--- src/rtl/receptor_uart_pkg.sv ---
// Shared definitions for the serial frame receiver: state encoding and frame geometry.
package receptor_uart_pkg;

    localparam int unsigned NIBBLE_W   = 4;
    localparam int unsigned FRAME_BITS = 8;
    localparam int unsigned BITCNT_W   = 4;

    typedef enum logic [1:0] {
        OCIOSO    = 2'd0,
        DADO      = 2'd1,
        INSTRUCAO = 2'd2,
        FIM       = 2'd3
    } estado_t;

endpackage

--- src/rtl/receptor_uart.sv ---
// Serial frame receiver: start bit, 4 data bits, 4 instruction bits (LSB first), low trailer.
// Decoded pairs are held on a valid/ack interface with frame-error and overwrite flags.
module receptor_uart
    import receptor_uart_pkg::*;
#(
    parameter int unsigned CLKS_PER_BIT = 1
) (
    input  logic                clk,
    input  logic                rst,
    input  logic                info_entrada,
    input  logic                ack,
    output logic [NIBBLE_W-1:0] dado,
    output logic [NIBBLE_W-1:0] instrucao,
    output logic                valido,
    output logic                erro_quadro,
    output logic                sobrescrita
);

    localparam int unsigned      PER_W   = $clog2(CLKS_PER_BIT) + 1;
    localparam logic [PER_W-1:0] PER_ULT = PER_W'(CLKS_PER_BIT - 1);

    estado_t               estado;
    estado_t               estado_prox;
    logic [PER_W-1:0]      cnt_periodo;
    logic [BITCNT_W-1:0]   contador;
    logic [NIBBLE_W-1:0]   sh_dado;
    logic [NIBBLE_W-1:0]   sh_instr;

    logic fim_periodo_c;
    logic inicio_c;
    logic amostra_dado_c;
    logic amostra_instr_c;
    logic quadro_ok_c;
    logic quadro_err_c;

    assign fim_periodo_c = (cnt_periodo == PER_ULT);

    // State register
    always_ff @(posedge clk) begin
        if (rst) begin
            estado <= OCIOSO;
        end else begin
            estado <= estado_prox;
        end
    end

    // Next-state and sampling strobes
    always_comb begin
        estado_prox     = estado;
        inicio_c        = 1'b0;
        amostra_dado_c  = 1'b0;
        amostra_instr_c = 1'b0;
        quadro_ok_c     = 1'b0;
        quadro_err_c    = 1'b0;
        unique case (estado)
            OCIOSO: begin
                if (!info_entrada) begin
                    estado_prox = DADO;
                    inicio_c    = 1'b1;
                end
            end
            DADO: begin
                if (fim_periodo_c) begin
                    amostra_dado_c = 1'b1;
                    if (contador == BITCNT_W'(NIBBLE_W - 1)) begin
                        estado_prox = INSTRUCAO;
                    end
                end
            end
            INSTRUCAO: begin
                if (fim_periodo_c) begin
                    amostra_instr_c = 1'b1;
                    if (contador == BITCNT_W'(FRAME_BITS - 1)) begin
                        estado_prox = FIM;
                    end
                end
            end
            FIM: begin
                if (fim_periodo_c) begin
                    estado_prox  = OCIOSO;
                    quadro_ok_c  = !info_entrada;
                    quadro_err_c = info_entrada;
                end
            end
            default: begin
                estado_prox = OCIOSO;
            end
        endcase
    end

    // Bit-period counter idles at zero so start detection aligns the sampling phase
    always_ff @(posedge clk) begin
        if (rst) begin
            cnt_periodo <= '0;
        end else if (estado == OCIOSO || fim_periodo_c) begin
            cnt_periodo <= '0;
        end else begin
            cnt_periodo <= cnt_periodo + PER_W'(1);
        end
    end

    // Bit counter and shift registers; a fresh start discards any leftover bits
    always_ff @(posedge clk) begin
        if (rst) begin
            contador <= '0;
            sh_dado  <= '0;
            sh_instr <= '0;
        end else if (inicio_c) begin
            contador <= '0;
            sh_dado  <= '0;
            sh_instr <= '0;
        end else begin
            if (amostra_dado_c) begin
                sh_dado[contador[1:0]] <= info_entrada;
            end
            if (amostra_instr_c) begin
                sh_instr[contador[1:0]] <= info_entrada;
            end
            if (amostra_dado_c || amostra_instr_c) begin
                contador <= contador + BITCNT_W'(1);
            end
        end
    end

    // Hold interface: a completing good frame takes priority over ack
    always_ff @(posedge clk) begin
        if (rst) begin
            dado        <= '0;
            instrucao   <= '0;
            valido      <= 1'b0;
            erro_quadro <= 1'b0;
            sobrescrita <= 1'b0;
        end else begin
            erro_quadro <= quadro_err_c;
            if (quadro_ok_c) begin
                dado      <= sh_dado;
                instrucao <= sh_instr;
                valido    <= 1'b1;
                if (valido && !ack) begin
                    sobrescrita <= 1'b1;
                end
            end else if (valido && ack) begin
                valido <= 1'b0;
            end
        end
    end

endmodule

--- config.mk ---
export PLATFORM = sky130hd
export DESIGN_NAME = receptor_uart
export DESIGN_NICKNAME = d
export VERILOG_FILES = /design/src/rtl/receptor_uart_pkg.sv /design/src/rtl/receptor_uart.sv
export SDC_FILE = /design/constraint.sdc
export NUM_CORES = 1
export LEC_CHECK = 0
export ABC_AREA = 1
export BUFFER_PORTS_ARGS = -buffer_cell sky130_fd_sc_hd__buf_2
export CORE_ASPECT_RATIO = 2
export CORE_MARGIN = 4
export CORE_UTILIZATION = 30
export CTS_CLUSTER_DIAMETER = 50
export DETAILED_ROUTE_END_ITERATION = 10
export PLACE_DENSITY = 0.55
export RECOVER_POWER = 50
export SETUP_SLACK_MARGIN = 0.4
export SLEW_MARGIN = 20
export SYNTH_ARGS = -nofsm -noshare
export SYNTH_HDL_FRONTEND = slang
export SYNTH_SLANG_ARGS = --single-unit
--- constraint.sdc ---
create_clock -name clk -period 3.45 [get_ports clk]
set_input_delay 0.345 -clock clk [delete_from_list [all_inputs] [get_ports clk]]
set_output_delay 0.345 -clock clk [all_outputs]
set_load 0.01 [all_outputs]
=== Yosys cells after proc, flatten, opt, wreduce, memory -nomap -nowiden ===
Cells that the tools add are included.

* Add/sub/neg operators: 2
* $lt $le $gt $ge: 2
* Equal/unequal tests: 11
* Multiplexer cells: 20
* Bitwise gates (word level): 2
* Reduce and logical (&&, ||, !) cells: 14

{| class="wikitable"
|+ Operators with widths
! kind !! number
|-
| 2-bit 2-to-1 mux || 6
|-
| 2-bit inequality test (second input constant) || 6
|-
| 1-bit 2-to-1 mux || 10
|-
| 4-bit bitwise mux || 2
|-
| 2-bit case mux with 4 select lines || 1
|-
| 6-bit AND reduction || 1
|-
| 4-bit by 1-bit adder with 4-bit output (second input constant) || 1
|-
| 2-bit == test (second input constant) || 2
|-
| 4-bit by 2-bit == test with 1-bit output (second input constant) || 1
|-
| 4-bit by 3-bit == test with 1-bit output (second input constant) || 1
|-
| 2-bit OR reduction || 2
|-
| 1-bit logical AND || 3
|-
| 2-bit by 3-bit less-than comparator with 1-bit output (second input constant) || 1
|-
| 3-bit OR reduction || 1
|-
| 1-bit demux with 2-bit select || 1
|-
| 2-bit by 1-bit == test with 1-bit output (second input constant) || 1
|-
| 2-bit by 1-bit >= comparator with 1-bit output (second input constant) || 1
|-
| 1-bit zero test || 2
|-
| 2-bit zero test || 1
|-
| 1-bit logical OR || 2
|-
| 1-bit inverter || 2
|-
| 2-bit AND reduction || 1
|-
| 2-bit nonzero test || 1
|-
| 1-bit adder (second input constant) || 1
|}

* Bits in registers: 26
* Input bits: 4
* Output and inout port bits: 11
* Word-level logic and storage cells: 61

=== Depth between registers and ports, before layout ===
Gate-level depths: netlist of the first run.

* Depth in word-level cells: 5
* Depth in mapped cells: 9
* Gate-level depth less buffers: 9

=== Worst setup path before layout of the first run ===
No wires, ideal clock.

* Path type: flip-flop to flip-flop
* Start: register estado[0]
* End: register dado[0]
* Library setup time: 0.113 ns
* Arrival time: 1.100 ns
* Data required time: 3.337 ns
* Slack: 2.237 ns
* Stages on the path, launching flop included: 7
* Buffers on the path: 0
* Period minus slack after synthesis: 1.213 ns
* Path through: dfxtp_1 -> ha_1 -> inv_1 -> nor3_4 -> inv_4 -> nor2_1 -> nor2_1

* Word-level cells in the longest chain between the ends: 2

{| class="wikitable"
|+ RTL lines
! element !! line !! RTL
|-
| from (decl) || receptor_uart.sv:22 || <nowiki>estado_t estado;</nowiki>
|-
| from (signal assigned) || receptor_uart.sv:43 || <nowiki>estado <= estado_prox;</nowiki>
|-
| 2-bit == test || receptor_uart.sv:55 || <nowiki>unique case (estado)</nowiki>
|-
| 1-bit 2-to-1 mux || receptor_uart.sv:55 ||
|-
| to (signal assigned) || receptor_uart.sv:136 || <nowiki>dado <= sh_dado;</nowiki>
|-
| to (decl) || receptor_uart.sv:12 || <nowiki>output logic [NIBBLE_W-1:0] dado,</nowiki>
|}

Every way passes these cells.
A chain may end at the register's enable or synchronous reset.

=== Final worst setup path of the first run ===
* Start: register estado[0]
* End: register instrucao[3]

* Word-level cells in the longest chain between the ends: 2

{| class="wikitable"
|+ RTL lines
! element !! line !! RTL
|-
| 2-bit == test || receptor_uart.sv:55 ||
|-
| 1-bit 2-to-1 mux || receptor_uart.sv:55 ||
|-
| to (signal assigned) || receptor_uart.sv:137 || <nowiki>instrucao <= sh_instr;</nowiki>
|-
| to (decl) || receptor_uart.sv:13 || <nowiki>output logic [NIBBLE_W-1:0] instrucao,</nowiki>
|}

Every way passes these cells.

==> results of run 1 <==
worst max-delay path by stage:
stage,endpoint,cells past startpoint,slack (ps),start
after floorplan,dado[0],6,2240,estado[0]
after global placement,instrucao[0],6,2030,estado[0]
after detailed placement,instrucao[3],6,2010,estado[0]
after CTS,instrucao[3],6,1990,estado[0]
after global routing,dado[3],6,1220,estado[0]
final,instrucao[3],6,1450,estado[0]
area by class of cell:
type	count	share of cell area
Clock buffer	4	0.0412
Multi-Input combinational cell	106	0.415
Tap cell	51	0.0478
Timing Repair Buffer	14	0.0422
Inverter	22	0.0637
Sequential cell	26	0.390
cells by family after synthesis:
| family | after synthesis | share of synthesized area |
|---|---|---|
| AO/OA/AOI/OAI | 34 | 0.153 |
| buffers and inverters | 23 | 0.0807 |
| other | 1 | 0.00314 |
| adder cells (fa/ha/maj) | 9 | 0.0943 |
| AND/OR/NAND/NOR | 62 | 0.233 |
| flip-flops | 26 | 0.436 |
metal layers:
metal / vias to the layer above / part of all wire / track usage / routed length (um)
li1: 523 / - / - / -
met1: 415 / 0.40 / 0.118 / 944
met2: 9 / 0.55 / 0.192 / 1300
met3: 4 / 0.021 / 0.0184 / 50
met4: 0 / 0.018 / 0.0413 / 43
met5: - / 0 / 0 / 0
power groups by stage:
stage | Combinational (mW) | Clock [mW] | Sequential (mW)
final | 0.213 | 0.194 | 0.349
after global routing | 0.255 | 0.214 | 0.353
after CTS | 0.228 | 0.201 | 0.350
after detailed placement | 0.227 | 0 | 0.357
after global placement | 0.227 | 0 | 0.355
after floorplan | 0.182 | 0 | 0.353
flip-flops by register name, summed over array words and instances (netlist names):
register	cells
valido	1
erro_quadro	1
sobrescrita	1
contador	4
cnt_periodo	1
estado	2
instrucao	4
sh_instr	4
dado	4
sh_dado	4
metrics by stage:
step	hold slack, ps	power (mW)	setup slack (ps)	cells
6_report	300	0.757	1450	223
5_1_grt	307	0.822	1220	223
4_1_cts	331	0.779	1990	223
3_5_place_dp	463	0.584	2010	219
3_3_place_gp	463	0.583	2030	219
2_1_floorplan	414	0.536	2240	155
cell usage after synthesis (all sizes together):
| library cell | count | area share |
|---|---|---|
| nand2 | 20 | 0.084 |
| a21oi | 14 | 0.068 |
| o21ai | 19 | 0.080 |
| nand3 | 3 | 0.013 |
| nor3 | 2 | 0.018 |
| a31oi | 1 | 0.0052 |
| nor4 | 1 | 0.0052 |
| inv | 22 | 0.071 |
| nor2 | 36 | 0.11 |
| ha | 9 | 0.094 |
| conb | 1 | 0.0031 |
| buf | 1 | 0.0094 |
| dfxtp | 26 | 0.44 |
==> metrics.md, run 1 <==
| Metric | Value |
|---|---|
| Status | completed |
| Netlist cell types | 20 |
| Worst reg2reg path depth | 6 |
| Layout cells sized above 1 | 0.0872 |
| Post-CTS sizing | 0 |
| # IOs | 15 |
| Largest net degree at the start of global routing | 15 |
| CP arrival | 2170 ps |
| Hold Path Depth | 2 |
| Hold endpoint | sobrescrita |
| Placer Congestion | 0.764 |
| Leading cell type in the layout, fill and taps excluded | nor2_1 |
| Via count | 951 |
| Setup Crit Path Kind | flip-flop to flip-flop |
| Area of the multi-input gates | 554 sq um |
| Initial DRC Count | 5 |
| Area grow syn2layout | 11.8% |
| FF-to-FF End | instrucao[3] |
| Detail Placement HPWL | 1930 um |
| Port bufs | 14 |
| First-pass GRT wire length | 4240 um |
| Synth Register Bits | 26 |
| Fmax | 500 MHz |
| Setup repair bufs after CTS | 0 |
| Fillcell total | 440 |
| Syn Std Cell Area | 0.00119 sq mm |
| Wirelength per Cell | 10.5 um |
| Max-cap violation count | 0 |
| Reg area | 520 sq um |
| Pint | 503 uW |
| DIE AREA | 0.00511 sq mm |
| Final Util | 0.347 |
| CP max stage cell | nor3_1 |
| Die Y-Extent | 97.2 um |
| Number of H-tree levels | 1 |
| Syn. warnings | 0 |
| NumNets Final | 186 |
| Internal reg-to-reg setup slack | 1450 ps |
| Total core area | 0.00384 sq mm |
| Slew Limit Headroom | 0.162 |
| Clk root buf | clkbuf_8 |
| Initial antenna violation count | 0 |
| Global route overflow | 0 |
| Post-route ant nets | 0 |
| Hold Crit Start | rst |
| Synth Area per Inst | 7.70 sq um |
| 1st-pass router iterations | 2 |
| Worst Tran Pin Value | 1250 ps |
| Largest vdd supply drop | 0.000396 V |
| Slowest Stage Delay on Critical Path | 940 ps |
| Worst-path clk slew | 80 ps |
| Setup crit end kind | flip-flop |
| Final Cycle Share | 0.580 |
| Switching share of power | 0.335 |
| Required time worst endpoint | 3620 ps |
| Mapped Nets | 168 |
| Dpl cell area | 0.00132 sq mm |
| Final Max Slew Viols | 0 |
| CP Buf/Inv Count | 2 |
| Initial Util | 0.311 |
| Clock buffer count from CTS | 3 |
| Top cell by count, worst path | nor2_1 |
| Hold_buf cts | 0 |
| Clock skew | 3.47 ps |
| Endpoints failing hold | 0 |
| CTS tree | yes |
| Clock network power share | 0.257 |
| Final instance area | 0.00134 sq mm |
| Crit path max-delay family | simple AND/OR/NAND/NOR gates |
| RSZ-0062 raised after global routing | no |
| Antenna Cells | 0 |
| PwrDens | 567 mW/mm^2 |
| CP max FO | 10 |
| Total Wirelength | 2330 um |
| CP Cell Sequence | ha_1 > inv_1 > nor3_1 > inv_4 > nor2_1 > nor2_1 |
| Leak | 0.607 nW |
| Clk buf depth | 2 |
| Switching pwr | 253 uW |
| Reg2reg start | estado[0] |
| DR vias/cell | 4.26 |
| Combinational share of power | 0.282 |
| Die Wd | 52.6 um |
| Gate Count Post-Synth | 155 |
| Sequential fraction of design power | 0.461 |
| Setup violators final | 0 |
| GRT Util Overall | 0.107 |
| Clock network latency to the later pin of the worst-skew pair | 270 ps |
| Worst hold path class | primary input to flip-flop |
| CP Launch Type | flip-flop |
| Register area share after synthesis | 0.436 |
| Period minus WS final | 2000 ps |
| DRC | 0 |
| Sink Count | 26 |
| Row cnt | 32 |
| Most frequent cells in the layout | nor2_1, dfxtp_1, inv_1, nand2_1, o21ai_1 |
| Setup total negative slack | 0 ps |
| Number of global-route vias before repair | 984 |
Note: power is estimated with default switching activity, not from simulation.
==> run 2, diff against run 1 <==
==> constraint.sdc (replaced) <==
create_clock -name clk -period 1.86 [get_ports clk]
set_input_delay 0.186 -clock clk [delete_from_list [all_inputs] [get_ports clk]]
set_output_delay 0.186 -clock clk [all_outputs]
set_load 0.01 [all_outputs]
==> run 2 against run 1 <==
Wire length is 4.6% higher; setup slack worse by 1000 ps; clock skew hardly changed; global-route usage is 0.55 points higher; maximum frequency is 38% higher; total power is 100% higher; flip-flop and latch count stayed put; worst hold slack worse by 150 ps; sequential share of layout area is 1.9 points lower; sequential power is 86% higher; final area is 5.3% higher; critical endpoint is now sh_instr[1].
==> metrics.md, run 2 (synthesis gave the netlist of run 1 again) <==
| Metric | Value |
|---|---|
| Leak | 0.634 nW (was 0.607 nW) |
| Clock skew | 3.83 ps (was 3.47 ps) |
| Internal reg-to-reg setup slack | 410 ps (was 1450 ps) |
| Row cnt | 32 (unchanged) |
| First-pass GRT wire length | 4440 um (was 4240 um) |
| Worst-path clk slew | 90 ps (was 80 ps) |
| Global route overflow | 0 (unchanged) |
| Crit path max-delay family | compound AO/OA/AOI/OAI gates (was simple AND/OR/NAND/NOR gates) |
| DIE AREA | 0.00511 sq mm (unchanged) |
| Largest net degree at the start of global routing | 16 (was 15) |
| Clock buffer count from CTS | 3 (unchanged) |
| CP Cell Sequence | inv_1 > ha_1 > a21oi_2 > o21ai_1 > a21oi_1 (was ha_1 > inv_1 > nor3_1 > inv_4 > nor2_1 > nor2_1) |
| CP arrival | 1660 ps (was 2170 ps) |
| Place WS | 413 ps (was 2010 ps) |
| Final WS setup | 413 ps (was 1450 ps) |
| Layout cells sized above 1 | 0.120 (was 0.0872) |
| CP Buf/Inv Count | 1 (was 2) |
| Total core area | 0.00384 sq mm (unchanged) |
| Initial antenna violation count | 0 (unchanged) |
| Reg2reg start | estado[1] (was estado[0]) |
| Most frequent cells in the layout | nor2_1, dfxtp_1, inv_1, o21ai_1, nand2_1 (was nor2_1, dfxtp_1, inv_1, nand2_1, o21ai_1) |
| DRC | 0 (unchanged) |
| RSZ-0062 raised after global routing | yes (was no) |
| Worst hold path class | primary input to flip-flop (unchanged) |
| Area grow syn2layout | 17.8% (was 11.8%) |
| CP max stage cell | a21oi_2 (was nor3_1) |
| Status | completed (unchanged) |
| NumNets Final | 189 (was 186) |
| Wirelength per Cell | 10.8 um (was 10.5 um) |
| # IOs | 15 (unchanged) |
| Setup crit end kind | flip-flop (unchanged) |
| Required time worst endpoint | 2070 ps (was 3620 ps) |
| Leading cell type in the layout, fill and taps excluded | nor2_1 (unchanged) |
| Total Wirelength | 2440 um (was 2330 um) |
| Fmax | 691 MHz (was 500 MHz) |
| Die Y-Extent | 97.2 um (unchanged) |
| CTS tree | yes (unchanged) |
| DR vias/cell | 4.30 (was 4.26) |
| Largest vdd supply drop | 0.000761 V (was 0.000396 V) |
| Initial Util | 0.311 (unchanged) |
| Number of H-tree levels | 1 (unchanged) |
| 1st-pass router iterations | 4 (was 2) |
| PwrDens | 1090 mW/mm^2 (was 567 mW/mm^2) |
| CP max FO | 12 (was 10) |
| Post-route ant nets | 0 (unchanged) |
| Detail Placement HPWL | 1900 um (was 1930 um) |
| Hold Crit Start | rst (unchanged) |
| Sink Count | 26 (unchanged) |
| CP Launch Point | estado[1] (was estado[0]) |
| Antenna Cells | 0 (unchanged) |
| Port bufs | 14 (unchanged) |
| Endpoints failing hold | 0 (unchanged) |
| GRT Util Overall | 0.112 (was 0.107) |
| Initial DRC Count | 9 (was 5) |
| Placer Congestion | 0.769 (was 0.764) |
| Clk buf depth | 2 (unchanged) |
| Via count | 971 (was 951) |
| Slowest Stage Delay on Critical Path | 420 ps (was 940 ps) |
| Final Max Slew Viols | 0 (unchanged) |
| Clk root buf | clkbuf_8 (unchanged) |
| Tot Pwr | 1.53 mW (was 757 uW) |
| Number of global-route vias before repair | 1010 (was 984) |
| Period minus WS final | 1450 ps (was 2000 ps) |
| CP Launch Type | flip-flop (unchanged) |
| Setup violators final | 0 (unchanged) |
| Final Cycle Share | 0.778 (was 0.580) |
| Setup total negative slack | 0 ps (unchanged) |
| Non-filler cells, final | 226 (was 223) |
| Setup Crit Path Kind | flip-flop to flip-flop (unchanged) |
| Clock network latency to the later pin of the worst-skew pair | 270 ps (about the same) |
| Placed cells | 219 (unchanged) |
| Max-cap violation count | 0 (unchanged) |
| Die Wd | 52.6 um (unchanged) |
[run 2: area by class of cell]
class	count	area, sq um
clock inverter	1	30.0
clock buffer	3	41.3
multi-input combinational	106	561
tap	51	63.8
inverter	22	85.1
timing repair buffer	17	104
sequential	26	522
fill	456	2440
[run 2: repair_timing]
item	in CTS	in global routing
gates resized for setup	0	2
pin swaps	1	1
hold buffers	0	0
setup buffers	3	0
endpoints found under the setup margin	1	15
[run 2: power breakdown]
part	switching (mW)	internal (mW)
Clock	0.180	0.288
Combinational	0.264	0.151
Sequential	0.0443	0.606
[run 2: path summary, 6_finish.rpt]
check                 to  depth (start not counted)
max          sh_instr[1]                          5
max reg2reg  sh_instr[1]                          5
min reg2reg  sobrescrita                          2
min          sobrescrita                          2
[run 2: per-stage QoR]
stage | utilization | area, sq um | hold WS [ps]
4_1_cts | 0.373 | 1440 | 165
5_1_grt | 0.366 | 1410 | 167
3_3_place_gp | 0.342 | 1320 | 462
3_5_place_dp | 0.342 | 1320 | 461
2_1_floorplan | - | 1190 | 255
6_report | 0.366 | 1410 | 151
[run 2: metal layers]
| layer | track usage | share of wire | up-vias |
|---|---|---|---|
| li1 | - | - | 528 |
| met3 | 0.0184 | 0.020 | 4 |
| met4 | 0.0413 | 0.014 | 0 |
| met1 | 0.122 | 0.40 | 428 |
| met2 | 0.205 | 0.57 | 11 |
| met5 | 0 | 0 | - |
